<file path="config.mk">
export PLATFORM = sky130hd
export DESIGN_NAME = ultrasonic_ranger
export DESIGN_NICKNAME = d
export VERILOG_FILES = /design/src/rtl/ultrasonic_ranger.sv
export SDC_FILE = /design/constraint.sdc
export NUM_CORES = 1
export LEC_CHECK = 0
export ABC_AREA = 1
export CORE_ASPECT_RATIO = 1.25
export CORE_UTILIZATION = 56
export CTS_BUF_LIST = sky130_fd_sc_hd__clkbuf_4 sky130_fd_sc_hd__clkbuf_8
export DETAILED_ROUTE_END_ITERATION = 10
export HOLD_SLACK_MARGIN = 0.1
export PLACE_DENSITY = 0.78
export SKIP_CTS_REPAIR_TIMING = 1
export SLEW_MARGIN = 20
export SYNTH_ARGS = -nofsm -noshare
export SYNTH_HDL_FRONTEND = slang
export SYNTH_SLANG_ARGS = --single-unit
</file>
<file path="constraint.sdc">
create_clock -name clk -period 1.7 [get_ports clk]
set_input_delay 0.51 -clock clk [delete_from_list [all_inputs] [get_ports clk]]
set_output_delay 0.51 -clock clk [all_outputs]
set_load 0.05 [all_outputs]
</file>
<file path="src/rtl/ultrasonic_ranger.sv">
// ultrasonic_ranger
//   Drives an HC-SR04-style sensor. It issues a trigger pulse, times the echo
//   pulse in microsecond ticks, and converts the width to centimetres with a
//   divide-by-58 counter chain. Results are split into hundreds and the
//   remainder below 100, for the FND digit inputs.
// Ports
//   clk, reset       : system clock, synchronous active-high reset
//   start            : single-cycle measurement request (ignored while busy)
//   auto_en          : level; periodic measurement every PERIOD_MS
//   echo             : asynchronous sensor echo
//   trigger          : sensor trigger pulse
//   digit_h, digit_l : distance / 100 and distance mod 100
//   valid            : one-cycle pulse when the digits take a good result
//   busy             : high whenever the FSM is not idle
//   error            : sticky timeout/saturation flag, cleared by next valid
module ultrasonic_ranger #(
  parameter int CLK_FREQ        = 100_000_000,
  parameter int TRIG_US         = 10,
  parameter int PERIOD_MS       = 60,
  parameter int WAIT_TIMEOUT_US = 25000,
  parameter int MAX_CM          = 400
) (
  input  logic       clk,
  input  logic       reset,
  input  logic       start,
  input  logic       auto_en,
  input  logic       echo,
  output logic       trigger,
  output logic [6:0] digit_h,
  output logic [6:0] digit_l,
  output logic       valid,
  output logic       busy,
  output logic       error
);

  localparam int CLKS_PER_US = CLK_FREQ / 1_000_000;
  localparam int PRE_W       = (CLKS_PER_US > 1) ? $clog2(CLKS_PER_US) : 1;
  localparam int T_MAX       = (WAIT_TIMEOUT_US > TRIG_US) ? WAIT_TIMEOUT_US : TRIG_US;
  localparam int T_W         = $clog2(T_MAX + 1);
  localparam int PER_CYC     = PERIOD_MS * 1000 * CLKS_PER_US;
  localparam int PER_W       = $clog2(PER_CYC + 1);

  localparam logic [PRE_W-1:0] PRE_TC  = PRE_W'(CLKS_PER_US - 1);
  localparam logic [T_W-1:0]   TRIG_TC = T_W'(TRIG_US - 1);
  localparam logic [T_W-1:0]   WAIT_TC = T_W'(WAIT_TIMEOUT_US - 1);
  localparam logic [T_W-1:0]   T_SAT   = T_W'(T_MAX);
  localparam logic [PER_W-1:0] PER_TC  = PER_W'(PER_CYC - 1);
  localparam logic [6:0]       MAX_H   = 7'(MAX_CM / 100);
  localparam logic [6:0]       MAX_L   = 7'(MAX_CM % 100);

  typedef enum logic [2:0] {IDLE, TRIG, WAIT_ECHO, MEASURE, DONE, HOLDOFF} state_t;

  state_t           state_q, state_d;
  logic             echo_s1_q, echo_s2_q, echo_d_q;
  logic [PRE_W-1:0] pre_q, pre_d;
  logic [T_W-1:0]   tcnt_q, tcnt_d;
  logic [PER_W-1:0] per_q, per_d;
  logic [5:0]       div_q, div_d;
  logic [6:0]       lo_q, lo_d, hi_q, hi_d;
  logic [6:0]       dh_q, dh_d, dl_q, dl_d;
  logic             valid_q, valid_d, err_q, err_d;
  logic             us_tick, echo_rise, echo_fall;

  assign us_tick   = (pre_q == PRE_TC);
  assign echo_rise = echo_s2_q & ~echo_d_q;
  assign echo_fall = ~echo_s2_q & echo_d_q;

  always_comb begin
    state_d = state_q;
    div_d   = div_q;
    lo_d    = lo_q;
    hi_d    = hi_q;
    dh_d    = dh_q;
    dl_d    = dl_q;
    err_d   = err_q;
    valid_d = 1'b0;

    unique case (state_q)
      IDLE:
        if (start || (auto_en && per_q == PER_TC)) state_d = TRIG;
      TRIG:
        if (us_tick && tcnt_q == TRIG_TC) state_d = WAIT_ECHO;
      WAIT_ECHO: begin
        if (echo_rise) begin
          state_d = MEASURE;
          div_d   = '0;
          lo_d    = '0;
          hi_d    = '0;
        end else if (us_tick && tcnt_q == WAIT_TC) begin
          state_d = IDLE;
          err_d   = 1'b1;
        end
      end
      MEASURE: begin
        // Saturation wins over a coincident fall so MAX_CM is never reported
        // as a good measurement. Digits/valid are loaded on the edge into
        // DONE/HOLDOFF so valid and the new digits appear together.
        if (hi_q == MAX_H && lo_q == MAX_L) begin
          state_d = HOLDOFF;
          dh_d    = MAX_H;
          dl_d    = MAX_L;
          err_d   = 1'b1;
        end else if (echo_fall) begin
          state_d = DONE;
          dh_d    = hi_q;
          dl_d    = lo_q;
          valid_d = 1'b1;
          err_d   = 1'b0;
        end else if (us_tick && echo_s2_q) begin
          // 58 us of echo per cm; lo/hi form a base-100 cm counter.
          if (div_q == 6'd57) begin
            div_d = '0;
            if (lo_q == 7'd99) begin
              lo_d = '0;
              hi_d = hi_q + 7'd1;
            end else begin
              lo_d = lo_q + 7'd1;
            end
          end else begin
            div_d = div_q + 6'd1;
          end
        end
      end
      DONE:    state_d = IDLE;
      HOLDOFF: if (!echo_s2_q) state_d = IDLE;
      default: state_d = IDLE;
    endcase

    // Prescaler and tick counter restart on every state change.
    if (state_d != state_q) begin
      pre_d  = '0;
      tcnt_d = '0;
    end else begin
      pre_d  = us_tick ? '0 : pre_q + PRE_W'(1);
      tcnt_d = (us_tick && tcnt_q != T_SAT) ? tcnt_q + T_W'(1) : tcnt_q;
    end

    // The period is counted in raw cycles (PERIOD_MS*1000 ticks worth) so the
    // interval between triggers is exact even though the state prescaler is
    // cleared mid-tick on transitions.
    if (!auto_en)
      per_d = '0;
    else if (state_d == TRIG && state_q != TRIG)
      per_d = '0;
    else if (per_q != PER_TC)
      per_d = per_q + PER_W'(1);
    else
      per_d = per_q;
  end

  always_ff @(posedge clk) begin
    if (reset) begin
      state_q   <= IDLE;
      echo_s1_q <= 1'b0;
      echo_s2_q <= 1'b0;
      echo_d_q  <= 1'b0;
      pre_q     <= '0;
      tcnt_q    <= '0;
      per_q     <= '0;
      div_q     <= '0;
      lo_q      <= '0;
      hi_q      <= '0;
      dh_q      <= '0;
      dl_q      <= '0;
      valid_q   <= 1'b0;
      err_q     <= 1'b0;
    end else begin
      state_q   <= state_d;
      echo_s1_q <= echo;
      echo_s2_q <= echo_s1_q;
      echo_d_q  <= echo_s2_q;
      pre_q     <= pre_d;
      tcnt_q    <= tcnt_d;
      per_q     <= per_d;
      div_q     <= div_d;
      lo_q      <= lo_d;
      hi_q      <= hi_d;
      dh_q      <= dh_d;
      dl_q      <= dl_d;
      valid_q   <= valid_d;
      err_q     <= err_d;
    end
  end

  assign trigger = (state_q == TRIG);
  assign busy    = (state_q != IDLE);
  assign digit_h = dh_q;
  assign digit_l = dl_q;
  assign valid   = valid_q;
  assign error   = err_q;

endmodule

</file>
# Word level (Yosys, flattened, before mapping)
# Cells that the tools add are included.
dict set report word_totals {
  in_bits 5
  regBits 87
  word_cells 110
  output_inout_bits 18
}
dict set report classes {
  eq_ne 25
  bitwise_logic 6
  n_reduce_logical 22
  mux 37
  add_sub_neg 6
}
# cell n
set op_table {}
lappend op_table {{two-way mux 7 bit} 15}
lappend op_table {{two-way mux 6 bit} 5}
lappend op_table {{one-hot mux 7 bit (2 select lines)} 2}
lappend op_table {{adder 23 x 1 -> 23 bit, second input constant} 1}
lappend op_table {{equality test 23 bit, second input constant} 1}
lappend op_table {{inequality test 23 bit, second input constant} 1}
lappend op_table {{adder 7 x 1 -> 7 bit, second input constant} 3}
lappend op_table {{two-way mux 3 bit} 7}
lappend op_table {{inequality test 2 bit, second input constant} 8}
lappend op_table {{adder 15 x 1 -> 15 bit, second input constant} 1}
lappend op_table {{equality test 15 bit, second input constant} 1}
lappend op_table {{equality test 15 x 4 -> 1 bit, second input constant} 1}
lappend op_table {{inequality test 15 bit, second input constant} 1}
lappend op_table {{one-hot mux 3 bit (5 select lines)} 1}
lappend op_table {{equality test 7 bit, second input constant} 2}
lappend op_table {{one-hot mux 6 bit (2 select lines)} 1}
lappend op_table {{OR reduction 3 bit} 3}
lappend op_table {{equality test 7 x 3 -> 1 bit, second input constant} 1}
lappend op_table {{logical AND 1 bit} 7}
lappend op_table {{logical NOT 7 bit} 1}
lappend op_table {{AND reduction 7 bit} 1}
lappend op_table {{adder 6 x 1 -> 6 bit, second input constant} 1}
lappend op_table {{equality test 3 x 1 -> 1 bit, second input constant} 2}
lappend op_table {{equality test 3 x 2 -> 1 bit, second input constant} 2}
lappend op_table {{other kinds (18)} 27}

# Logic depth before layout (Yosys ltp)
dict set report depth {
  word_depth 8
  depth_mapped 14
  depth_no_buf 13
}

# Worst setup path after synthesis
# No wires, ideal clock.
dict set report synth_path {
  path_type {flip-flop to flip-flop}
  startpoint {reg state_q[1]}
  endpoint {reg tcnt_q[12]}
  path_buffers 1
  period_less_slack_ps 2015
  setup_ps 115
  path_stages_with_launch 12
  t_required_ps 1585
  slack_ps -315
  arrival_ps 1901
  cell_sequence {dfxtp_1 inv_1 nand2_1 nor2_1 inv_1 a21oi_1 nor2_1 nand2_1 nand2_1 nand3_2 buf_6 nor2_2}
}
dict set report synth_via {
  word_cells_on_any_way 15
  cone_classes {eq/ne (5); mux (8); reduce/logical (2)}
}
# item line
set synth_lines {}
lappend synth_lines {{start: declaration} 53} ;# state_t state_q, state_d;
lappend synth_lines {{start signal: assignment} 168} ;# state_q <= state_d;
lappend synth_lines {{equality test 3 x 1 -> 1 bit} -}
lappend synth_lines {{net trigger} 28} ;# output logic trigger,
lappend synth_lines {{one-hot mux 3 bit (5 select lines)} 78} ;# unique case (state_q)
lappend synth_lines {{inequality test 3 bit} 130} ;# if (state_d != state_q) begin
lappend synth_lines {{OR reduction 2 bit (no source line)} -}
lappend synth_lines {{end signal: assignment} 173} ;# tcnt_q <= tcnt_d;
lappend synth_lines {{end: declaration} 56} ;# logic [T_W-1:0] tcnt_q, tcnt_d;
# The timed path passes the listed nets, and every way through them passes these cells.
# A chain may end at the register's enable or synchronous reset.

# Final worst setup path
dict set report layout_path {
  startpoint {reg pre_q[1]}
  endpoint {reg lo_q[2]}
}
dict set report layout_via {
  elab_chain_len 4
}
# item line
set layout_lines {}
lappend layout_lines {{start: declaration} 55} ;# logic [PRE_W-1:0] pre_q, pre_d;
lappend layout_lines {{start signal: assignment} 172} ;# pre_q <= pre_d;
lappend layout_lines {{equality test 7 bit} 64} ;# assign us_tick = (pre_q == PRE_TC);
lappend layout_lines {{logical AND 1 bit} 109} ;# end else if (us_tick && echo_s2_q) begin
lappend layout_lines {{inequality test 2 bit (no source line)} -}
lappend layout_lines {{AND reduction 6 bit (no source line)} -}
lappend layout_lines {{end signal: assignment} 176} ;# lo_q <= lo_d;
lappend layout_lines {{end: declaration} 59} ;# logic [6:0] lo_q, lo_d, hi_q, hi_d;
# No other way between the ends.

==> results.py <==
metrics = {
    "outcome": {
        "status": "complete, but fails checks",
        "failed_checks": "negative setup slack",
    },
    "floorplan": {
        "die-height_um": 101,
        "ioPinCount": 23,
        "core_area_sq_mm": 0.00753,
        "std_cell_rows": 35,
        "initial_utilization": 0.588,
        "fp.dieW_um": 81.5,
        "dieArea_sq_mm": 0.00827,
    },
    "power_and_ir_drop": {
        "pwr-share-seq": 0.511,
        "power.switching_mw": 0.995,
        "comb_power_share": 0.062,
        "p_per_area_mw_per_mm2": 627,
        "peakVddDrop_mv": 0.562,
        "p_leak_nw": 2.38,
        "p_int_mw": 3.03,
        "p_sw_frac": 0.247,
        "power_mw": 4.02,
        "p_clk_frac": 0.427,
    },
    "drt": {
        "ant_nets": 0,
        "drc": 0,
        "wl_per_cell_um": 17.9,
        "wl_um": 14800,
        "via_per_inst": 5.96,
        "vias": 4938,
        "drt_first_pass_iters": 6,
        "drtIter0Drc": 367,
    },
    "layout": {
        "design_area_sq_mm": 0.00641,
        "fin_cells": 828,
        "fin_nets": 747,
        "antenna_cells": 0,
        "fill_cells": 357,
        "drive_above_1_share": 0.375,
        "syn_to_final_growth_pct": 44.7,
    },
    "cts": {
        "cts_root_buf": "clkbuf_8",
        "path_clk_slew_ns": 0.09,
        "cts_sinks": 87,
        "cts_buffers": 9,
        "htreeDepth": 3,
        "cts_buffer_depth": 2,
        "cts_tree": "done",
        "clkLatencyLatePin_ns": 0.38,
    },
    "synthesis": {
        "ys_types": 36,
        "synth_edf_count": 0,
        "ys_warn_count": 0,
        "async_flop_share": 0,
        "synth_top_cell_area_share": 0.393,
        "synthesis.area_sq_mm": 0.00443,
        "ys_seq_elements": 87,
        "yosysMostFrequentCell": "nand2_1",
        "synth_area_leaders": "dfxtp_1 (39%), nand2_1 (8.6%), nor2_1 (7.9%)",
        "ys.flop_type": "dfxtp_1",
        "yosys.area.top_type": "dfxtp_1",
        "syn_area_per_cell_sq_um": 7.16,
        "netlist_instances": 619,
        "syn_nets": 635,
        "seq_area_frac_synth": 0.393,
        "ys_top_cells_by_count": "nand2_1 (102), nor2_1 (93), dfxtp_1 (87), inv_1 (68), nand3_1 (51)",
    },
    "sta": {
        "max_freq_mhz": 509,
        "worst_pin_slew_ns": 0.409,
        "setup-violations-final": 48,
        "rsz0062_at_grt": "yes",
        "max_slew_margin": 0.727,
        "final-hold-violation-count": 0,
        "timing.hold.ws_ns": 0.468,
        "drv_slew": 0,
        "finClkSkew_ns": 0.0170,
        "fin_ws_ns": -0.263,
        "period_needed_ns": 1.96,
        "finalCritPeriodShare": 1.15,
        "tns_ns": -8.17,
    },
    "global_route": {
        "grt_pass1_vias": 4126,
        "overflow": 0,
        "grt_max_degree": 17,
        "antenna_found_initial": 0,
        "grt_use_total": 0.276,
        "grt_pass1_wl_um": 17600,
    },
    "setup_path": {
        "critPathSlowestCell": "dfxtp_2",
        "path_buf_inv": 3,
        "cp.arrival_ns": 2.26,
        "crit_family": "simple AND/OR/NAND/NOR gates",
        "crit_path_end_kind": "register",
        "path_cells": "ha_4, inv_2, nor2_2, nand3_2, o21ai_2, nand2_2, nor2_8, buf_12, buf_8, a21oi_1, nor3_1",
        "worstPathMaxFanout": 4,
        "critical_path_class": "register to register",
        "critPathLaunchType": "register",
        "crit_required_ns": 2.00,
        "cpPeakStageDelay_ns": 0.37,
    },
    "place": {
        "numPortBuffers": 22,
        "hpwl_um": 7910,
        "dpl_cell_area_sq_mm": 0.00548,
        "place_congestion": 0.875,
        "dp.cells": 795,
    },
    "job": {
        "cap_violations": 0,
    },
    "min_path": {
        "hold_path_class": "register to register",
    },
}
## state kept, by name, summed over array words and instances, names as in the netlist
signal     flops
state_q        3
lo_q           7
hi_q           7
digit_l        7
pre_q          7
echo_s1_q      1
per_q         23
div_q          6
echo_d_q       1
digit_h        7
error          1
echo_s2_q      1
valid          1
tcnt_q        15
## power by group through the flow
stage | logic (mW) | clock network (mW) | registers, mW
after floorplan | 0.101 | 0 | 2.10
after global placement | 0.187 | 0 | 2.10
after detailed placement | 0.191 | 0 | 2.10
after CTS | 0.192 | 1.66 | 2.06
after global routing | 0.262 | 1.78 | 2.06
final | 0.249 | 1.72 | 2.06
## logic make-up (layout without fill, tap and decap cells)
group / after synthesis / count (layout) / synth area share
simple gates: 335 / 335 / 0.359
buf+inv: 91 / 208 / 0.0814
flops: 87 / 87 / 0.393
compound gates: 68 / 68 / 0.0822
xor+xnor: 27 / 27 / 0.0534
fa+ha+maj: 11 / 11 / 0.0311
## tightest hold or removal path, cell delays in order, from the launching register on
cell     delay [ns]
dfxtp_1        0.32
inv_1          0.06
nor2_1         0.05
## cell type report
cell class / instances / area, sq um / share of cell area
multi-input cells: 441 / 2790 / 0.435
flip-flops and latches: 87 / 1770 / 0.277
repair buffers: 114 / 1200 / 0.187
inverters: 78 / 308 / 0.0480
clock buffers: 10 / 138 / 0.0215
well taps: 92 / 115 / 0.0180
clock inverters: 6 / 90.1 / 0.0141
## final timing paths
check	end	slack, ns	cells past startpoint	from
max	lo_q[2]$_SDFFE_PP0P_	-0.26	11	pre_q[1]$_SDFF_PP0_
min	echo_s2_q$_SDFF_PP0_	0.47	2	echo_s1_q$_SDFF_PP0_
max reg2reg	lo_q[2]$_SDFFE_PP0P_	-0.26	11	pre_q[1]$_SDFF_PP0_
min reg2reg	echo_s2_q$_SDFF_PP0_	0.47	2	echo_s1_q$_SDFF_PP0_
## through the flow
stage,worst slack (ns),util
after global routing,-0.436,0.851
final,-0.263,0.851
after detailed placement,-0.215,0.727
after floorplan,0.0125,-
after global placement,-0.164,0.727
after CTS,-0.243,0.757
## cell usage in the layout (no fill, tap or decap), drive strengths merged
| cell type | netlist | final |
|---|---|---|
| clkinvlp | 0 | 1 |
| bufinv | 0 | 2 |
| o21a | 1 | 1 |
| dfxtp | 87 | 87 |
| nor3 | 26 | 26 |
| nand2 | 107 | 107 |
| and2 | 1 | 1 |
| buf | 8 | 109 |
| clkinv | 0 | 1 |
| xor2 | 22 | 22 |
| a21oi | 42 | 42 |
| a31oi | 4 | 4 |
| xnor2 | 5 | 5 |
| nand4 | 16 | 16 |
| nor3b | 6 | 6 |
| nor2 | 114 | 114 |
| inv | 78 | 80 |
| clkdlybuf4s50 | 0 | 4 |
| nand3b | 3 | 3 |
| nand3 | 53 | 53 |
| a211oi | 2 | 2 |
| ha | 11 | 11 |
| or2 | 6 | 6 |
| clkbuf | 5 | 11 |
| nor4 | 3 | 3 |
| o21ai | 19 | 19 |
## metal layers
layer | share of wire | track usage
met5 | 0 | 0
met4 | 0.061 | 0.150
met3 | 0.055 | 0.0622
met2 | 0.52 | 0.485
met1 | 0.36 | 0.302
Power figures use the tool's default switching activity.
